==> src/rtl/cpu_ctrl_pkg.sv <==
// Shared constants and types for the multicycle core control path.
package cpu_ctrl_pkg;

  localparam logic [4:0] OP_ALU   = 5'b00000;
  localparam logic [4:0] OP_LLI   = 5'b00001;
  localparam logic [4:0] OP_LHI   = 5'b00010;
  localparam logic [4:0] OP_LDRRI = 5'b00011;
  localparam logic [4:0] OP_LDRRR = 5'b00100;
  localparam logic [4:0] OP_STRRI = 5'b00101;
  localparam logic [4:0] OP_STRRR = 5'b00110;
  localparam logic [4:0] OP_OUTR  = 5'b00111;
  localparam logic [4:0] OP_BZ    = 5'b01000;
  localparam logic [4:0] OP_BNZ   = 5'b01001;
  localparam logic [4:0] OP_BC    = 5'b01010;
  localparam logic [4:0] OP_BNC   = 5'b01011;
  localparam logic [4:0] OP_JMP   = 5'b01100;
  localparam logic [4:0] OP_JR    = 5'b01101;
  localparam logic [4:0] OP_HLT   = 5'b11111;

  localparam logic [1:0] ALU_ADD = 2'b00;
  localparam logic [1:0] ALU_ADC = 2'b01;
  localparam logic [1:0] ALU_SUB = 2'b10;
  localparam logic [1:0] ALU_SBB = 2'b11;

  localparam int PSW_N = 2;
  localparam int PSW_Z = 1;
  localparam int PSW_C = 0;

  localparam logic [1:0] JUMP_PC1 = 2'b00;
  localparam logic [1:0] JUMP_IMM = 2'b01;
  localparam logic [1:0] JUMP_RB  = 2'b10;

  typedef enum logic [2:0] {
    S_IF   = 3'd0,
    S_ID   = 3'd1,
    S_EX   = 3'd2,
    S_MEM  = 3'd3,
    S_WB   = 3'd4,
    S_HALT = 3'd5
  } state_t;

  typedef struct packed {
    logic       buff_mem_ins;
    logic       alu_or_not;
    logic       li_or_mov;
    logic       mem_resource;
    logic       we_mem;
    logic       wb_resource;
    logic       rb_resource;
    logic       oprand_b;
    logic       li;
    logic       pc_plus1_or_wb;
    logic       we_rf;
    logic       flag;
    logic       alu_op;
    logic       buff_psw;
    logic       branch;
    logic [1:0] jump;
    logic       buff_pc;
    logic       done;
    logic       illegal;
  } ctrl_word_t;

  function automatic logic op_defined(input logic [4:0] op);
    return (op <= OP_JR) || (op == OP_HLT);
  endfunction

  function automatic logic op_flow(input logic [4:0] op);
    return (op >= OP_BZ) && (op <= OP_JR);
  endfunction

  function automatic logic op_str(input logic [4:0] op);
    return (op == OP_STRRI) || (op == OP_STRRR);
  endfunction

  function automatic logic op_ldr(input logic [4:0] op);
    return (op == OP_LDRRI) || (op == OP_LDRRR);
  endfunction

endpackage

==> src/rtl/ctrl_decode.sv <==
// Combinational control-word decode from FSM state, opcode, ALU sub-op and flags.
module ctrl_decode
  import cpu_ctrl_pkg::*;
#(
  parameter bit HALT_ON_ILLEGAL = 1'b0
) (
  input  state_t     state,
  input  logic [4:0] opcode,
  input  logic [1:0] alu_sel,
  input  logic [2:0] psw,
  output ctrl_word_t ctrl
);

  // N is carried in the flag bus but no branch tests it
  logic unused_psw_n;
  assign unused_psw_n = psw[PSW_N];

  // Per-state control word; anything not driven stays 0
  always_comb begin
    ctrl = '0;
    case (state)
      S_IF: ctrl.buff_mem_ins = 1'b1;
      S_ID: begin
        if (!op_defined(opcode)) begin
          ctrl.illegal = 1'b1;
          ctrl.buff_pc = !HALT_ON_ILLEGAL;
        end else begin
          case (opcode)
            OP_LDRRI, OP_STRRI: ctrl.oprand_b = 1'b1;
            OP_LHI: begin
              ctrl.rb_resource = 1'b1;
              ctrl.li          = 1'b1;
            end
            OP_OUTR, OP_HLT: ctrl.buff_pc = 1'b1;
            default: ;
          endcase
        end
      end
      S_EX: begin
        case (opcode)
          OP_ALU: begin
            // ADC/SBB use carry (sub-op bit 0), SUB/SBB subtract (bit 1)
            ctrl.flag     = alu_sel[0];
            ctrl.alu_op   = alu_sel[1];
            ctrl.buff_psw = 1'b1;
          end
          OP_STRRI, OP_STRRR: ctrl.rb_resource = 1'b1;
          OP_BZ: begin
            ctrl.buff_pc = 1'b1;
            ctrl.branch  = psw[PSW_Z];
          end
          OP_BNZ: begin
            ctrl.buff_pc = 1'b1;
            ctrl.branch  = !psw[PSW_Z];
          end
          OP_BC: begin
            ctrl.buff_pc = 1'b1;
            ctrl.branch  = psw[PSW_C];
          end
          OP_BNC: begin
            ctrl.buff_pc = 1'b1;
            ctrl.branch  = !psw[PSW_C];
          end
          OP_JMP: begin
            ctrl.buff_pc = 1'b1;
            ctrl.jump    = JUMP_IMM;
          end
          OP_JR: begin
            ctrl.buff_pc = 1'b1;
            ctrl.jump    = JUMP_RB;
          end
          default: ;
        endcase
      end
      S_MEM: begin
        if (opcode == OP_LLI || opcode == OP_LHI) ctrl.alu_or_not = 1'b1;
        if (op_ldr(opcode)) ctrl.mem_resource = 1'b1;
        if (op_str(opcode)) begin
          ctrl.mem_resource = 1'b1;
          ctrl.we_mem       = 1'b1;
          ctrl.buff_pc      = 1'b1;
        end
      end
      S_WB: begin
        ctrl.we_rf          = 1'b1;
        ctrl.pc_plus1_or_wb = 1'b1;
        ctrl.buff_pc        = 1'b1;
        ctrl.wb_resource    = op_ldr(opcode);
      end
      S_HALT: ctrl.done = 1'b1;
      default: ;
    endcase
  end

endmodule

==> src/rtl/multicycle_controller.sv <==
// Multicycle core sequencer: state register and next-state logic.
// state | meaning
// IF    | fetch instruction into IR
// ID    | decode, short instructions retire here
// EX    | ALU op / address calc / branch resolve
// MEM   | memory access or immediate select
// WB    | register-file write and PC advance
// HALT  | stopped after HLT, left only by reset
module multicycle_controller
  import cpu_ctrl_pkg::*;
#(
  parameter bit HALT_ON_ILLEGAL = 1'b0
) (
  input  logic       clk,
  input  logic       Rst,
  input  logic [4:0] opcode,
  input  logic [1:0] ALUopcode,
  input  logic [2:0] PSW_NZC,
  output logic       Buff_MEMIns,
  output logic       ALUorNot,
  output logic       LIorMOV,
  output logic       MEMresource,
  output logic       WE_MEM,
  output logic       WBresource,
  output logic       RBresource,
  output logic       oprandB,
  output logic       LI,
  output logic       PCplus1orWB,
  output logic       WE_RF,
  output logic       Flag,
  output logic       ALUop,
  output logic       Buff_PSW,
  output logic       Branch,
  output logic [1:0] Jump,
  output logic       Buff_PC,
  output logic       done,
  output logic       illegal
);

  state_t     state, state_nxt;
  ctrl_word_t ctrl, ctrl_out;

  ctrl_decode #(.HALT_ON_ILLEGAL(HALT_ON_ILLEGAL)) u_decode (
    .state   (state),
    .opcode  (opcode),
    .alu_sel (ALUopcode),
    .psw     (PSW_NZC),
    .ctrl    (ctrl)
  );

  // Reset silences the control word at once, even though the state already reads IF
  assign ctrl_out = Rst ? ctrl : '0;

  assign Buff_MEMIns = ctrl_out.buff_mem_ins;
  assign ALUorNot    = ctrl_out.alu_or_not;
  assign LIorMOV     = ctrl_out.li_or_mov;
  assign MEMresource = ctrl_out.mem_resource;
  assign WE_MEM      = ctrl_out.we_mem;
  assign WBresource  = ctrl_out.wb_resource;
  assign RBresource  = ctrl_out.rb_resource;
  assign oprandB     = ctrl_out.oprand_b;
  assign LI          = ctrl_out.li;
  assign PCplus1orWB = ctrl_out.pc_plus1_or_wb;
  assign WE_RF       = ctrl_out.we_rf;
  assign Flag        = ctrl_out.flag;
  assign ALUop       = ctrl_out.alu_op;
  assign Buff_PSW    = ctrl_out.buff_psw;
  assign Branch      = ctrl_out.branch;
  assign Jump        = ctrl_out.jump;
  assign Buff_PC     = ctrl_out.buff_pc;
  assign done        = ctrl_out.done;
  assign illegal     = ctrl_out.illegal;

  // Next-state selection per instruction class
  always_comb begin
    state_nxt = state;
    case (state)
      S_IF: state_nxt = S_ID;
      S_ID: begin
        if (!op_defined(opcode))   state_nxt = HALT_ON_ILLEGAL ? S_HALT : S_IF;
        else if (opcode == OP_OUTR) state_nxt = S_IF;
        else if (opcode == OP_HLT)  state_nxt = S_HALT;
        else                        state_nxt = S_EX;
      end
      S_EX:    state_nxt = op_flow(opcode) ? S_IF : S_MEM;
      S_MEM:   state_nxt = op_str(opcode) ? S_IF : S_WB;
      S_WB:    state_nxt = S_IF;
      S_HALT:  state_nxt = S_HALT;
      default: state_nxt = S_IF;
    endcase
  end

  // State register
  always_ff @(posedge clk or negedge Rst) begin
    if (!Rst) state <= S_IF;
    else      state <= state_nxt;
  end

endmodule

==> config.mk <==
export PLATFORM = sky130hd
export DESIGN_NAME = multicycle_controller
export DESIGN_NICKNAME = d
export VERILOG_FILES = /design/src/rtl/cpu_ctrl_pkg.sv /design/src/rtl/ctrl_decode.sv /design/src/rtl/multicycle_controller.sv
export SDC_FILE = /design/constraint.sdc
export NUM_CORES = 1
export LEC_CHECK = 0
export CAP_MARGIN = 20
export CORE_MARGIN = 4
export CORE_UTILIZATION = 37
export CTS_CLUSTER_DIAMETER = 30
export DETAILED_ROUTE_END_ITERATION = 10
export GPL_TIMING_DRIVEN = 0
export PLACE_DENSITY = 0.84
export SLEW_MARGIN = 20
export SYNTH_ARGS = -nofsm -noshare
export SYNTH_HDL_FRONTEND = slang
export SYNTH_SLANG_ARGS = --single-unit
export TNS_END_PERCENT = 5
==> constraint.sdc <==
create_clock -name clk -period 1.53 [get_ports clk]
set_clock_uncertainty 0.1 [all_clocks]
set_input_delay 0.306 -clock clk [delete_from_list [all_inputs] [get_ports clk]]
set_output_delay 0.306 -clock clk [all_outputs]
set_load 0.005 [all_outputs]
==> results of run 1 <==
-- stage by stage --
| stage | hold slack (ps) | setup WS, ps |
|---|---|---|
| 2_1_floorplan | -89.59 | 8.903 |
| 3_3_place_gp | 437.0 | -1067 |
| 3_5_place_dp | 444.9 | -1120 |
| 4_1_cts | 287.9 | -371.6 |
| 5_1_grt | 366.1 | -484.6 |
| 6_report | 355.6 | -399.6 |
-- cell usage after synthesis (2+ instances only) --
master,n,area [um2]
buf_2,4,20.02
nor4_1,4,25.02
nor2_1,6,22.52
nand2_1,4,15.01
dfrtp_1,3,75.07
xnor2_1,2,17.52
nor3_1,2,10.01
a21oi_2,2,17.52
nand3b_1,2,15.01
and2_1,3,18.77
buf_4,2,15.01
and3_1,3,18.77
buf_6,3,33.78
o21bai_1,2,15.01
nand3_1,4,20.02
nor2b_1,2,12.51
xor2_1,4,35.03
-- cells by family after synthesis --
family,Yosys count
compound gates,12
flops,3
simple gates,42
buf+inv,9
xor+xnor,6
other cells,1
-- repair_timing --
| action | CTS | global route |
|---|---|---|
| pin swaps | 13 | 9 |
| setup buffers | 10 | 0 |
| resized for setup | 107 | 12 |
| hold buffers | 1 | 0 |
| setup endpoints to repair | 20 | 20 |
| cloned | 0 | 0 |
| endpoints found under the hold margin | 3 | 0 |
-- worst max-delay path by stage --
stage | cells past startpoint | end | from
final | 6 | Buff_PC | state[2]
after global routing | 6 | Buff_PC | state[2]
after CTS | 5 | Flag | state[2]
after detailed placement | 6 | Flag | Rst
after global placement | 6 | ALUop | Rst
after floorplan | 4 | ALUop | state[0]
-- critical path: cells and delay by family (launching register included) --
family / cells / cell delay [ps]
buffers and inverters: 3 / 380
AOI/OAI and AO/OA: 2 / 440
and+or+nand+nor: 1 / 90
DFF: 1 / 370
-- area by class of cell --
class,count,share of cell area [%]
Multi-Input combinational cell,61,52.46
Buffer,8,7.366
Clock buffer,4,2.344
Sequential cell,3,6.808
Tap cell,15,1.674
Timing Repair Buffer,38,29.35
-- per-layer routing --
metal / vias up / wire, um
li1: 341 / -
met1: 363 / 848
met2: 41 / 1299
met3: 8 / 168
met4: 0 / 72
met5: - / 0
-- report_power, final --
part           internal [mW]  switching [mW]
clock                 0.0984          0.0503
sequential             0.112          0.0375
combinational          0.376           0.336
total                  0.586           0.424
==> summary.md, run 1 <==
| Metric | Value |
|---|---|
| Synth Area in Adders | `0%` |
| Critical path arrival | `1520 ps` |
| WL per Instance | `18.52 um` |
| Vias in the first global route | `753` |
| Mux contribution to synthesized area | `0%` |
| Crit Reg-Reg Endpoint | `state[1]` |
| Crit path cell chain | `buf_4 > buf_6 > o31a_1 > nor2_1 > o211a_1 > buf_2` |
| Worst Hold Depth | `4` |
| Global placer's final weighted congestion | `0.8613` |
| Chip Width | `47.05 um` |
| Via Count | `753` |
| CTS H-tree lvls | `1` |
| Hold Violations, Final | `0` |
| Post-synth EDFFs | `0` |
| CP peak stage delay | `370 ps` |
| Area share of and/or/nand/nor cells after synthesis | `47.89%` |
| Largest registers | `state x3` |
| Reg2Reg Depth | `3` |
| Leakage | `0.5015 nW` |
| RR Startpoint | `state[0]` |
| Die Span Y | `47.05 um` |
| Antenna violations before repair | `0` |
| Asr flop ratio synth | `100.0%` |
| Total Wirelength | `2389 um` |
| Reg-to-reg slack, setup | `190 ps` |
| Placed insts | `115` |
| Warnings, synthesis | `0` |
| Worst hold path class | `in2reg` |
| Post-synthesis register bit count | `3` |
| Worst hold endpoint | `state[1]` |
| Clk slew on worst S/H paths | `40 ps` |
| Compound-Gate Fraction of Synth Area | `16.63%` |
| Final instance area | `1121 um2` |
| HP Start | `opcode[4]` |
| GR Util All Layers | `23.12%` |
| Final core utilization | `82.05%` |
| Mean area per synthesized cell | `7.730 um2` |
| Drc violations | `0` |
| Maximum vdd drop | `386.1 uV` |
| GRT met3 Usage | `3.831%` |
| Post-route setup TNS | `-5698 ps` |
| Antenna-violating nets left | `0` |
| FILL cells | `91` |
| TritonCTS buffer count | `3` |
| Max Freq | `518.2 MHz` |
| Worst setup EP type | `primary output` |
| Main synth FF type | `dfrtp_1` |
| Met2 Use GR | `43.63%` |
| Site Rows | `13` |
| GRT overflow | `0` |
| PwrDens | `901.4 nW/um2` |
| Syn nets | `85` |
| Clock Path Buffers | `2` |
| Final Cycle Share | `126.1%` |
| Worst-path maximum fanout | `10` |
| Final nets | `127` |
| Startpoint class of the critical path | `flip-flop` |
| Commonest non-fill, non-tap cells in the layout | `buf_4 (11), buf_2 (11), clkdlybuf4s15_2 (9)` |
| Die area | `2214 um2` |
| Top reg by flops | `state` |
| Top Usage Layer GRT | `met2` |
| Setup violators final | `19` |
| Setup ws final | `-399.6 ps` |
| Largest net degree at the start of global routing | `11` |
| Number of inserted diodes | `0` |
| DR vias/cell | `5.837` |
| First DRT Iteration DRCs | `23` |
| Initial Util | `41.30%` |
| Failing checks | `negative setup slack` |
| Worst skew pair latency | `240 ps` |
| Slew Limit Fails | `0` |
| Clock Sinks | `3` |
| Kind of critical path | `reg2out` |
| Cells after Synth | `73` |
| Fin cells | `129` |
| Final Power | `1.011 mW` |
| Fraction of layout cells with a size suffix above 1 | `62.28%` |
| CTS tree | `done` |
| Post-DP HPWL | `1233 um` |
| CORE AREA | `1366 um2` |
| Netlist cell types | `38` |
| FF+latch area | `76.32 um2` |
| PortBufs | `27` |
| Wire length of the first global-routing pass | `3574 um` |
| Router iterations before antenna repair | `4` |
| Area Growth Syn to Fin | `98.67%` |
| Max_cap viols | `0` |
| Slowest-stage cell, CP | `dfrtp_1` |
| Sequential element share of the synthesized area | `13.30%` |
| Clock period minus worst slack | `1930 ps` |
| Status | `complete, but fails checks` |
| Largest family of logic cells by synthesized area | `simple AND/OR/NAND/NOR gates` |
| Critical Path RT | `1120 ps` |
| Placement Cell Area | `853.3 um2` |
| Max FFs per register | `3` |
| Cell Area, Synth | `564.3 um2` |
| RSZ-0062 raised after global routing | `true` |
| # IOs | `32` |
| Synth Area in XOR/XNOR | `9.313%` |
| Clock tree root driver cell | `clkbuf_4` |
| Multi-input gate area | `588.1 um2` |
| Met1 Resource Use GR | `24.89%` |
No activity file was read; power rests on OpenSTA's default activity.
==> inputs of run 2 (changes only) <==
==> constraint.sdc (replaced) <==
create_clock -name clk -period 1.8 [get_ports clk]
set_clock_uncertainty 0.1 [all_clocks]
set_input_delay 0.36 -clock clk [delete_from_list [all_inputs] [get_ports clk]]
set_output_delay 0.36 -clock clk [all_outputs]
set_load 0.005 [all_outputs]
==> summary.md, run 2 (synthesis gave the netlist of run 1 again) <==
| Metric | Value |
|---|---|
| CORE AREA | `1366 um2` |
| Post-DP HPWL | `1192 um` |
| Area Growth Syn to Fin | `84.92%` |
| CTS H-tree lvls | `1` |
| RSZ-0062 raised after global routing | `true` |
| Wire length of the first global-routing pass | `2967 um` |
| Fraction of layout cells with a size suffix above 1 | `59.65%` |
| Via Count | `695` |
| Slew Limit Fails | `0` |
| Status | `complete, but fails checks` |
| Worst setup EP type | `primary output` |
| Maximum vdd drop | `325.0 uV` |
| Critical path arrival | `1510 ps` |
| Clock Path Buffers | `2` |
| Startpoint class of the critical path | `flip-flop` |
| TritonCTS buffer count | `3` |
| Worst hold path class | `in2reg` |
| Final instance area | `1044 um2` |
| First DRT Iteration DRCs | `8` |
| Setup ws final | `-172.3 ps` |
| Clock period minus worst slack | `1972 ps` |
| Clk slew on worst S/H paths | `40 ps` |
| Hold slack | `373.6 ps` |
| Vias in the first global route | `676` |
| Clock tree root driver cell | `clkbuf_4` |
| Commonest non-fill, non-tap cell in the layout | `buf_2` |
| Worst-path maximum fanout | `3` |
| Critical Path RT | `1340 ps` |
| Antenna-violating nets left | `0` |
| Leakage | `0.4965 nW` |
| Top reg by flops | `state` |
| Worst skew pair latency | `230 ps` |
| GR Util All Layers | `18.33%` |
| Antenna violations before repair | `0` |
| Die Span Y | `47.05 um` |
| Chip Width | `47.05 um` |
| Router iterations before antenna repair | `4` |
| Placement Cell Area | `853.3 um2` |
| Max_cap viols | `0` |
| Max Freq | `507.0 MHz` |
| Commonest non-fill, non-tap cells in the layout | `buf_2 (12), buf_6 (10), buf_4 (10)` |
| Kind of critical path | `reg2out` |
| Initial Util | `41.30%` |
| Total Wirelength | `1920 um` |
| Max FFs per register | `3` |
| Failing checks | `negative setup slack` |
| Hold Violations, Final | `0` |
| DR vias/cell | `5.388` |
| GRT overflow | `0` |
| Number of inserted diodes | `0` |
| # IOs | `32` |
| WL per Instance | `14.88 um` |
| CTS tree | `done` |
| Largest net degree at the start of global routing | `11` |
| Clock Sinks | `3` |
| Site Rows | `13` |
| Final Cycle Share | `109.6%` |
| Final nets | `127` |
| PortBufs | `27` |
| Die area | `2214 um2` |
| Global placer's final weighted congestion | `0.8041` |
| Largest registers | `state x3` |
| PwrDens | `777.3 nW/um2` |
| Drc violations | `0` |
| Setup violators final | `10` |
==> run 2: cell count changes in the layout (fill, tap and decap cells not counted), moves of 2 or more <==
cell | before | now
clkbuf_2 | 0 | 4
clkdlybuf4s50_1 | 4 | 2
buf_6 | 7 | 10
clkdlybuf4s15_2 | 9 | 3
nor4_2 | 2 | 4
nor4_4 | 3 | 1
dlymetal6s2s_1 | 0 | 2
==> run 2: routing by layer <==
metal  vias up  part of all wire, %  global-route usage (%)
met5         -                    0                       0
met3         4                  6.9                   3.448
met1       327                   38                   20.59
met4         0                  1.5                   4.972
met2        23                   54                   34.69
li1        341                    -                       -
==> run 2: area by class of cell <==
cell class | count | area [um2]
multi-input combinational | 61 | 546.8
timing repair buffer | 38 | 292.8
clock buffer | 4 | 26.28
tap | 15 | 18.77
sequential | 3 | 76.32
buffer | 8 | 82.58
fill | 108 | 322.8
==> run 2: final timing paths <==
kind	cells past startpoint	slack (ps)	start	end
worst max-delay path	5	-170	state[2]	ALUorNot
worst max register to register	4	470	state[1]	state[1]
worst min register to register	2	510	state[2]	state[1]
worst min-delay path	4	370	opcode[4]	state[1]
max in group asynchronous	2	1010	Rst	state[0]
min in group asynchronous	2	430	Rst	state[2]
==> run 2: power by group <==
group	internal, mW	leakage [nW]	switching (mW)	total (mW)
registers	0.0956	0.0372	0.0318	0.127
clock network	0.0830	0.0150	0.0335	0.116
logic	0.307	0.444	0.261	0.567
total	0.485	0.496	0.326	0.811
==> run 2: through the flow <==
stage          power [mW]  setup TNS, ps  cells  util (%)  setup slack (ps)
2_1_floorplan      0.3670              0     73         -             199.8
3_3_place_gp       0.4883         -13430    115     62.45            -925.0
3_5_place_dp       0.4997         -13780    115     62.45            -972.6
4_1_cts            0.7772          -1712    129     73.81            -198.7
5_1_grt            0.8717          -2170    129     76.37            -236.3
6_report           0.8111          -1272    129     76.37            -172.3
==> run 2: critical path: stages, from the launching register on <==
cell and delay, ps:
dfrtp_1 390, and2b_2 280, buf_6 120, nand3_4 70, nor4bb_1 260, buf_2 160
==> run 2: what timing repair did <==
action                                  4_1_cts  5_1_grt
pin swaps                                    15       11
endpoints found under the hold margin         3        0
endpoints found under the setup margin       19       17
resized for setup                            94       20
hold buffers                                  1        0
buffers inserted                             10        0
